<file path="src/rtl/arcade_input.sv">
// Player input and configuration front end: keyboard/joystick merge with SOCD
// cleaning, coin pulse stretching with lockout, and DIP/game capture from ioctl.
module arcade_input #(
    parameter int NUM_PLAYERS = 2,
    parameter int NUM_DIPS = 8,
    parameter int COIN_CYCLES = 1600000,
    parameter logic [7:0] DIP_DEFAULT = 8'h00
) (
    input  logic                       clk,
    input  logic                       reset_n,
    input  logic [10:0]                ps2_key,
    input  logic [16*NUM_PLAYERS-1:0]  joystick,
    input  logic [1:0]                 socd_mode,
    input  logic [24:0]                ioctl_addr,
    input  logic [7:0]                 ioctl_data,
    input  logic                       ioctl_wr,
    input  logic [7:0]                 ioctl_index,
    output logic [4*NUM_PLAYERS-1:0]   joy,
    output logic [4*NUM_PLAYERS-1:0]   buttons,
    output logic [NUM_PLAYERS-1:0]     start,
    output logic [NUM_PLAYERS-1:0]     coin,
    output logic [8*NUM_DIPS-1:0]      dip,
    output logic [3:0]                 game_index
);
    localparam int CW = $clog2(2 * COIN_CYCLES + 1);
    localparam logic [CW-1:0] COIN_LOAD = CW'(2 * COIN_CYCLES);
    localparam logic [CW-1:0] COIN_HI1 = CW'(COIN_CYCLES + 1);

    typedef enum logic [1:0] {S_NONE, S_A, S_B, S_NEUT} socd_t;

    logic            toggle_reg;
    logic [1:0][9:0] key_reg;
    logic [5:0]      key_sel;
    logic [3:0]      game_index_reg;

    // key_sel = {hit, player, bit} where bit follows the joystick bit layout
    always_comb begin
        key_sel = '0;
        case ({ps2_key[8], ps2_key[7:0]})
            9'h175: key_sel = {2'b10, 4'd3};
            9'h172: key_sel = {2'b10, 4'd2};
            9'h16B: key_sel = {2'b10, 4'd1};
            9'h174: key_sel = {2'b10, 4'd0};
            9'h014: key_sel = {2'b10, 4'd4};
            9'h011: key_sel = {2'b10, 4'd5};
            9'h029: key_sel = {2'b10, 4'd6};
            9'h012: key_sel = {2'b10, 4'd7};
            9'h016: key_sel = {2'b10, 4'd8};
            9'h02E: key_sel = {2'b10, 4'd9};
            9'h02D: key_sel = {2'b11, 4'd3};
            9'h02B: key_sel = {2'b11, 4'd2};
            9'h023: key_sel = {2'b11, 4'd1};
            9'h034: key_sel = {2'b11, 4'd0};
            9'h01C: key_sel = {2'b11, 4'd4};
            9'h01B: key_sel = {2'b11, 4'd5};
            9'h015: key_sel = {2'b11, 4'd6};
            9'h01D: key_sel = {2'b11, 4'd7};
            9'h01E: key_sel = {2'b11, 4'd8};
            9'h036: key_sel = {2'b11, 4'd9};
            default: key_sel = '0;
        endcase
    end

    always_ff @(posedge clk or negedge reset_n) begin
        if (!reset_n) begin
            toggle_reg <= 1'b0;
            key_reg    <= '0;
        end else begin
            toggle_reg <= ps2_key[10];
            if ((ps2_key[10] != toggle_reg) && key_sel[5])
                key_reg[key_sel[4]][key_sel[3:0]] <= ps2_key[9];
        end
    end

    for (genvar gi = 0; gi < NUM_PLAYERS; gi++) begin : g_player
        logic [9:0]    kb_state;
        logic [9:0]    raw;
        logic [1:0]    out_a;
        logic [1:0]    out_b;
        logic [3:0]    joy_reg;
        logic [3:0]    btn_reg;
        logic          start_reg;
        logic          coin_reg;
        logic          coin_prev_reg;
        logic [CW-1:0] coin_cnt_reg;
        logic          unused_joy;

        if (gi < 2) begin : g_kb
            assign kb_state = key_reg[gi];
        end else begin : g_nokb
            assign kb_state = '0;
        end

        assign raw = joystick[16*gi +: 10] | kb_state;
        assign unused_joy = ^joystick[16*gi+10 +: 6];

        // axis 0: a=left, b=right; axis 1: a=up, b=down
        for (genvar gj = 0; gj < 2; gj++) begin : g_axis
            logic  a, b, oa, ob;
            logic  pa_reg, pb_reg;
            socd_t st_reg, st_next;

            assign a = (gj == 1) ? raw[3] : raw[1];
            assign b = (gj == 1) ? raw[2] : raw[0];

            always_comb begin
                st_next = st_reg;
                case ({a, b})
                    2'b00: st_next = S_NONE;
                    2'b10: st_next = S_A;
                    2'b01: st_next = S_B;
                    default: begin
                        // both held: whichever rose most recently wins
                        if (!pa_reg && !pb_reg)
                            st_next = S_NEUT;
                        else if (pa_reg && !pb_reg)
                            st_next = S_B;
                        else if (!pa_reg && pb_reg)
                            st_next = S_A;
                    end
                endcase
            end

            always_comb begin
                if (socd_mode == 2'd2) begin
                    oa = (st_next == S_A);
                    ob = (st_next == S_B);
                end else if (socd_mode[0]) begin
                    oa = a & ~b;
                    ob = b & ~a;
                end else begin
                    oa = a;
                    ob = b;
                end
            end

            assign out_a[gj] = oa;
            assign out_b[gj] = ob;

            always_ff @(posedge clk or negedge reset_n) begin
                if (!reset_n) begin
                    st_reg <= S_NONE;
                    pa_reg <= 1'b0;
                    pb_reg <= 1'b0;
                end else begin
                    st_reg <= st_next;
                    pa_reg <= a;
                    pb_reg <= b;
                end
            end
        end

        always_ff @(posedge clk or negedge reset_n) begin
            if (!reset_n) begin
                joy_reg       <= '0;
                btn_reg       <= '0;
                start_reg     <= 1'b0;
                coin_reg      <= 1'b0;
                coin_prev_reg <= 1'b0;
                coin_cnt_reg  <= '0;
            end else begin
                joy_reg       <= {out_a[1], out_b[1], out_b[0], out_a[0]};
                btn_reg       <= raw[7:4];
                start_reg     <= raw[8];
                coin_prev_reg <= raw[9];
                // counter runs 2C..1: pulse for the top C values, lockout below
                if (coin_cnt_reg == '0) begin
                    if (raw[9] && !coin_prev_reg) begin
                        coin_cnt_reg <= COIN_LOAD;
                        coin_reg     <= 1'b1;
                    end else begin
                        coin_reg <= 1'b0;
                    end
                end else begin
                    coin_cnt_reg <= coin_cnt_reg - CW'(1);
                    coin_reg     <= (coin_cnt_reg > COIN_HI1);
                end
            end
        end

        assign joy[4*gi +: 4]     = joy_reg;
        assign buttons[4*gi +: 4] = btn_reg;
        assign start[gi]          = start_reg;
        assign coin[gi]           = coin_reg;
    end

    for (genvar gi = 0; gi < NUM_DIPS; gi++) begin : g_dip
        logic [7:0] dip_reg;

        always_ff @(posedge clk or negedge reset_n) begin
            if (!reset_n)
                dip_reg <= DIP_DEFAULT;
            else if (ioctl_wr && (ioctl_index == 8'd254) && (ioctl_addr == 25'(gi)))
                dip_reg <= ioctl_data;
        end

        assign dip[8*gi +: 8] = dip_reg;
    end

    always_ff @(posedge clk or negedge reset_n) begin
        if (!reset_n)
            game_index_reg <= 4'd0;
        else if (ioctl_wr && (ioctl_index == 8'd1))
            game_index_reg <= ioctl_data[3:0];
    end

    assign game_index = game_index_reg;

endmodule

</file>
<file path="config.mk">
export PLATFORM = sky130hd
export DESIGN_NAME = arcade_input
export DESIGN_NICKNAME = d
export VERILOG_FILES = /design/src/rtl/arcade_input.sv
export SDC_FILE = /design/constraint.sdc
export NUM_CORES = 1
export LEC_CHECK = 0
export BUFFER_PORTS_ARGS = -buffer_cell sky130_fd_sc_hd__buf_2
export CAP_MARGIN = 40
export CORE_MARGIN = 2
export CORE_UTILIZATION = 54
export DETAILED_ROUTE_END_ITERATION = 10
export PLACE_DENSITY_LB_ADDON = 0.1
export SLEW_MARGIN = 40
export SYNTH_ARGS = -nofsm -noshare
export SYNTH_HDL_FRONTEND = slang
export SYNTH_SLANG_ARGS = --single-unit
</file>
<file path="constraint.sdc">
create_clock -name clk -period 2.8 [get_ports clk]
set_input_delay 0.56 -clock clk [delete_from_list [all_inputs] [get_ports clk]]
set_output_delay 0.56 -clock clk [all_outputs]
set_load 0.02 [all_outputs]
</file>
# Word level (Yosys, flattened, before mapping)
# Index checks and enable logic that the tools add are counted.
# word_totals
regBits	171
inputBits	89
output_inout_bits	88
elab_cells	201
# classes
n_addsub	2
n_lt_le_gt_ge	6
n_eq_ne	49
muxes	46
n_bitwise	18
reduce_logical	44
# op_table
cell	n
6-bit case mux with 20 select lines	1
25-bit by 3-bit equality test with 1-bit output (second input constant)	4
22-bit 2-to-1 mux	4
9-bit by 5-bit equality test with 1-bit output (second input constant)	9
9-bit by 6-bit equality test with 1-bit output (second input constant)	7
25-bit by 2-bit equality test with 1-bit output (second input constant)	2
22-bit by 21-bit greater-than comparator with 1-bit output (second input constant)	2
22-bit zero test	2
22-bit by 1-bit subtractor with 22-bit output (second input constant)	2
9-bit equality test (second input constant)	4
1-bit logical AND	27
25-bit by 1-bit equality test with 1-bit output (second input constant)	1
25-bit zero test	1
2-bit 2-to-1 mux	12
2-bit case mux with 3 select lines	4
1-bit 2-to-1 mux	21
20-bit bitwise mux	1
10-bit OR	2
2-bit equality test (second input constant)	9
2-bit by 1-bit equality test with 1-bit output (second input constant)	8
10-bit demux with 1-bit select	1
1-bit zero test	10
10-bit 2-to-1 mux	1
1-bit AND	8
other kinds (11)	22

# Logic depth before layout (Yosys ltp)
# logic_depth
depth_word	9
mapped_depth	9
depth_no_buf	8

# Least setup slack after synthesis
# Ideal clock, no wire load.
# synth_timing
kind	input -> register
startpoint	input port ps2_key[4]
endpoint	register key_reg (netlist bit g_player[0].kb_state[6])
setup_ps	128
arrival_ps	2597
t_required_ps	2672
path_slack_ps	75
cell_stages	7
path_buffers	0
path_cell_list	or4b_4 or3_4 a21oi_2 nor2_1 a311oi_4 nor3b_2 mux2_1
# synth_via
elab_chain_cells	9
word_cells_on_any_way	33
classes_between	4 x order compare; 20 x eq/ne; 6 x mux; 3 x reduce/logical
# synth_lines
item	line_no	source
start: declaration	11	input logic [10:0] ps2_key,
9-bit by 6-bit equality test with 1-bit output (tied with other cells)	39	case ({ps2_key[8], ps2_key[7:0]})
6-bit case mux with 20 select lines *	39	
4-bit by 5-bit less-than comparator with 1-bit output (implied by the code) / 4-bit by 1-bit greater-or-equal comparator with 1-bit output (equally long branches)	71	key_reg[key_sel[4]][key_sel[3:0]] <= ps2_key[9];
1-bit logical AND (implied by the code)	71	
1-bit 2-to-1 mux (implied by the code)	71	
1-bit demux with 4-bit select	71	
10-bit 2-to-1 mux (implied by the code)	71	
10-bit demux with 1-bit select	71	
20-bit bitwise mux	71	
end signal: indexed assignment	71	
end: declaration	32	logic [1:0][9:0] key_reg;
# Every way passes the cells marked *; elsewhere a longest branch is shown, timed or not.
# A chain may end at the register's enable or synchronous reset.

# Worst setup path after layout
# layout_timing
startpoint	register g_player[0].coin_cnt_reg[15]
endpoint	register g_player[0].coin_cnt_reg[17]
# layout_via
elab_chain_cells	2
word_cells_on_any_way	4
classes_between	1 x add/sub; 1 x eq/ne; 1 x mux; 1 x reduce/logical
# layout_lines
item	line_no	source
start: declaration	85	logic [CW-1:0] coin_cnt_reg;
start signal: assignment	175	coin_cnt_reg <= coin_cnt_reg - CW'(1);
22-bit by 1-bit subtractor with 22-bit output / 22-bit zero test (equally long branches)	175, 167	
22-bit 2-to-1 mux / 2-bit by 1-bit inequality test with 1-bit output (equally long branches)	-	
# Parallel ways exist; a longest one is shown, timed or not.

==> impl_metrics.env <==
export IMPL_status="finished, final reports clean"
export IMPL_die_h_microns=123
export IMPL_max_stage_delay_ns=0.62
export IMPL_yosysTopAreaCellShare=0.555
export IMPL_synth_edff_count=0
export IMPL_drive_gt1_frac=0.396
export IMPL_p_leak_nw=4.79
export IMPL_vias_per_cell=5.64
export IMPL_finalSetupViolCount=0
export IMPL_port_buffers=164
export IMPL_start_util=0.553
export IMPL_io_pins=177
export IMPL_numCtsBuffers=17
export IMPL_grt_first_pass_wirelength_microns=28100
export IMPL_worst_path_stages=7
export IMPL_netlist_instances=649
export IMPL_h_tree_depth=4
export IMPL_drc=0
export IMPL_worstPathBufferInverterCount=0
export IMPL_crit_top_cell="or4_1"
export IMPL_clk_pin_slew_ns=0.06
export IMPL_ys_warnings_count=0
export IMPL_die_w_microns=123
export IMPL_track_usage=0.241
export IMPL_crit_arrival_ns=2.84
export IMPL_avgRoutedWirePerCell_microns=17.1
export IMPL_netlist_top_cells_area="dfrtp_1 56%, mux2_2 13%, xor2_1 2.4%, nor2_1 2.0%, nand2_1 1.8%"
export IMPL_ant_nets=0
export IMPL_overflow=0
export IMPL_grt_setup_unrepaired="no"
export IMPL_cts_resized=0
export IMPL_worstPathRequired_ns=3.10
export IMPL_largest_register_ff_count=64
export IMPL_rows=43
export IMPL_cts_hold_buffers=0
export IMPL_synth_compound_area_share=0.0717
export IMPL_ys_flop_type="dfrtp_1"
export IMPL_power_density_mw_per_mm2=562
export IMPL_fin_setup_tns_ns=0
export IMPL_layout_nets=936
export IMPL_tightest_slew_ns=0.701
export IMPL_synthesis_nets=743
export IMPL_drt_iter0_drc=302
export IMPL_crit_type="reg -> reg"
export IMPL_final_max_slew_viol_count=0
export IMPL_fin_crit_ns=2.54
export IMPL_synth_mux_area_frac=0.136
export IMPL_clockBufferDepth=2
export IMPL_rr_worst_depth=7
export IMPL_syn_to_final_growth_pct=23.9
export IMPL_synth_seq_cells=171
export IMPL_drt_total_wl_microns=17700
export IMPL_grt_pass1_vias=5736
export IMPL_register_area_sq_mm=0.00428
export IMPL_clk_latency_ns=0.42
export IMPL_hold_violations=0
export IMPL_syn_area_per_cell_sq_um=11.9
export IMPL_synthArstFlopShare=1.00
export IMPL_cts_sinks=171
export IMPL_postCtsSetupBuffers=0
export IMPL_cts_tree="built"
export IMPL_vias=5842
export IMPL_synth_distinct_cells=64
export IMPL_crit_slowest_cell="or4_1"
export IMPL_drtPass1Iterations=4
export IMPL_cp_max_fo=6
export IMPL_place_gp_congestion=0.857
export IMPL_synth_top_family_by_area="simple AND/OR/NAND/NOR gates"
export IMPL_core_area_sq_mm=0.0139
export IMPL_critPathTopFamily="simple AND/OR/NAND/NOR gates"
export IMPL_drv_cap=0
export IMPL_hold_class="in -> async"
export IMPL_multiInputGateArea_sq_mm=0.00325
export IMPL_synth_simple_gate_area_share=0.169
export IMPL_antenna_found_initial=1
export IMPL_hpwlAfterDp_microns=13200
export IMPL_yosysMostFrequentCell="dfrtp_1"
export IMPL_synth_adder_area_share=0.00811
export IMPL_synth_area_leader_cell="dfrtp_1"
export IMPL_startpoint_type="flop"
export IMPL_synth_common_cells="171 x dfrtp_1, 87 x mux2_2, 41 x nor2_1"
export IMPL_clockRootBuffer="clkbuf_16"
export IMPL_ys_seq_area_frac=0.555
export IMPL_ir_drop_v=0.000511
export IMPL_skew_ns=0.00792
export IMPL_max_freq_mhz=393
export IMPL_crit_chain="or4_1, or4_1, nor3_4, or3_1, nand2b_1, nor3_1, xor2_1"
export IMPL_fin_crit_sh=0.908
export IMPL_endpoint_kind="flop"
export IMPL_fillerInstances=1036
export IMPL_slew_headroom=0.532
export IMPL_dieArea_sq_mm=0.0152
export IMPL_fin_hold_ws_ns=0.131
export IMPL_synthXorXnorAreaFrac=0.0364
export IMPL_netlist_area_sq_mm=0.00771
export IMPL_grt_max_degree=68
[kinds of logic (layout without fill, tap and decap cells)]
group,after synthesis,count (layout)
simple gates,228,228
flops,171,171
mux,94,94
compound gates,77,77
buf+inv,42,248
xor+xnor,32,32
fa+ha+maj,5,5
other cells,0,1
[final timing paths]
check                                             start                           end  slack (ns)
setup / recovery           g_player[0].coin_cnt_reg[15]  g_player[0].coin_cnt_reg[17]        0.26
hold / removal                                  reset_n  g_player[0].coin_cnt_reg[14]        0.13
setup reg to reg           g_player[0].coin_cnt_reg[15]  g_player[0].coin_cnt_reg[17]        0.26
hold reg to reg            g_player[0].coin_cnt_reg[18]  g_player[0].coin_cnt_reg[18]        0.47
max in group asynchronous                       reset_n   g_player[1].coin_cnt_reg[2]        1.96
min in group clk                            ps2_key[10]                    toggle_reg        0.27
[per-layer routing]
layer  vias to the layer above  wire length [microns]  GRT usage
met5                         -                      0          0
met4                         0                    316     0.0810
met3                        26                    957     0.0567
met2                       170                   8930      0.402
met1                      2897                   7540      0.309
li1                       2749                      -          -
[final cells by class]
type | instances | area share
Antenna cell | 1 | 0.000262
Clock buffer | 22 | 0.0475
Clock inverter | 10 | 0.0172
Inverter | 18 | 0.00707
Multi-Input combinational cell | 436 | 0.341
Sequential cell | 171 | 0.448
Tap cell | 180 | 0.0236
Timing Repair Buffer | 198 | 0.116
[metrics by stage]
stage	util	area (sq um)	setup WS, ns	instances	power (mW)
floorplan	-	7710	0.0750	649	2.75
global placement	0.641	8930	-0.145	1003	2.94
detailed placement	0.641	8930	-0.0612	1003	2.96
CTS	0.685	9550	0.269	1035	5.41
global route	0.686	9550	0.0461	1036	5.57
finish	0.686	9550	0.256	1036	5.37
[power by group]
part | internal [mW] | leakage (nW) | switching, mW
Sequential | 2.53 | 2.23 | 0.0263
Combinational | 0.136 | 2.25 | 0.220
Clock | 1.52 | 0.299 | 0.943
Total | 4.18 | 4.79 | 1.19
[placed cells by master, fill, tap and decap left out, types with 3 or more instances in the layout]
cell and instances:
a21oi_1 20, a221oi_1 6, a31oi_1 8, a41o_1 4, buf_2 163, buf_4 32
bufinv_16 4, clkbuf_1 4, clkbuf_16 17, dfrtp_1 171, ha_1 5, inv_1 18
mux2_2 87, mux2i_1 6, nand2_1 37, nand2b_1 14, nand3_1 12, nand3b_1 5
nand4_1 9, nand4b_1 6, nor2_1 41, nor2b_1 5, nor3_1 21, nor3b_1 3
nor4_1 21, nor4b_1 4, nor4bb_1 3, o21ai_0 13, or2_2 14, or3_1 9
or4_1 8, xnor2_1 11, xor2_1 21
Power figures use the tool's default switching activity.
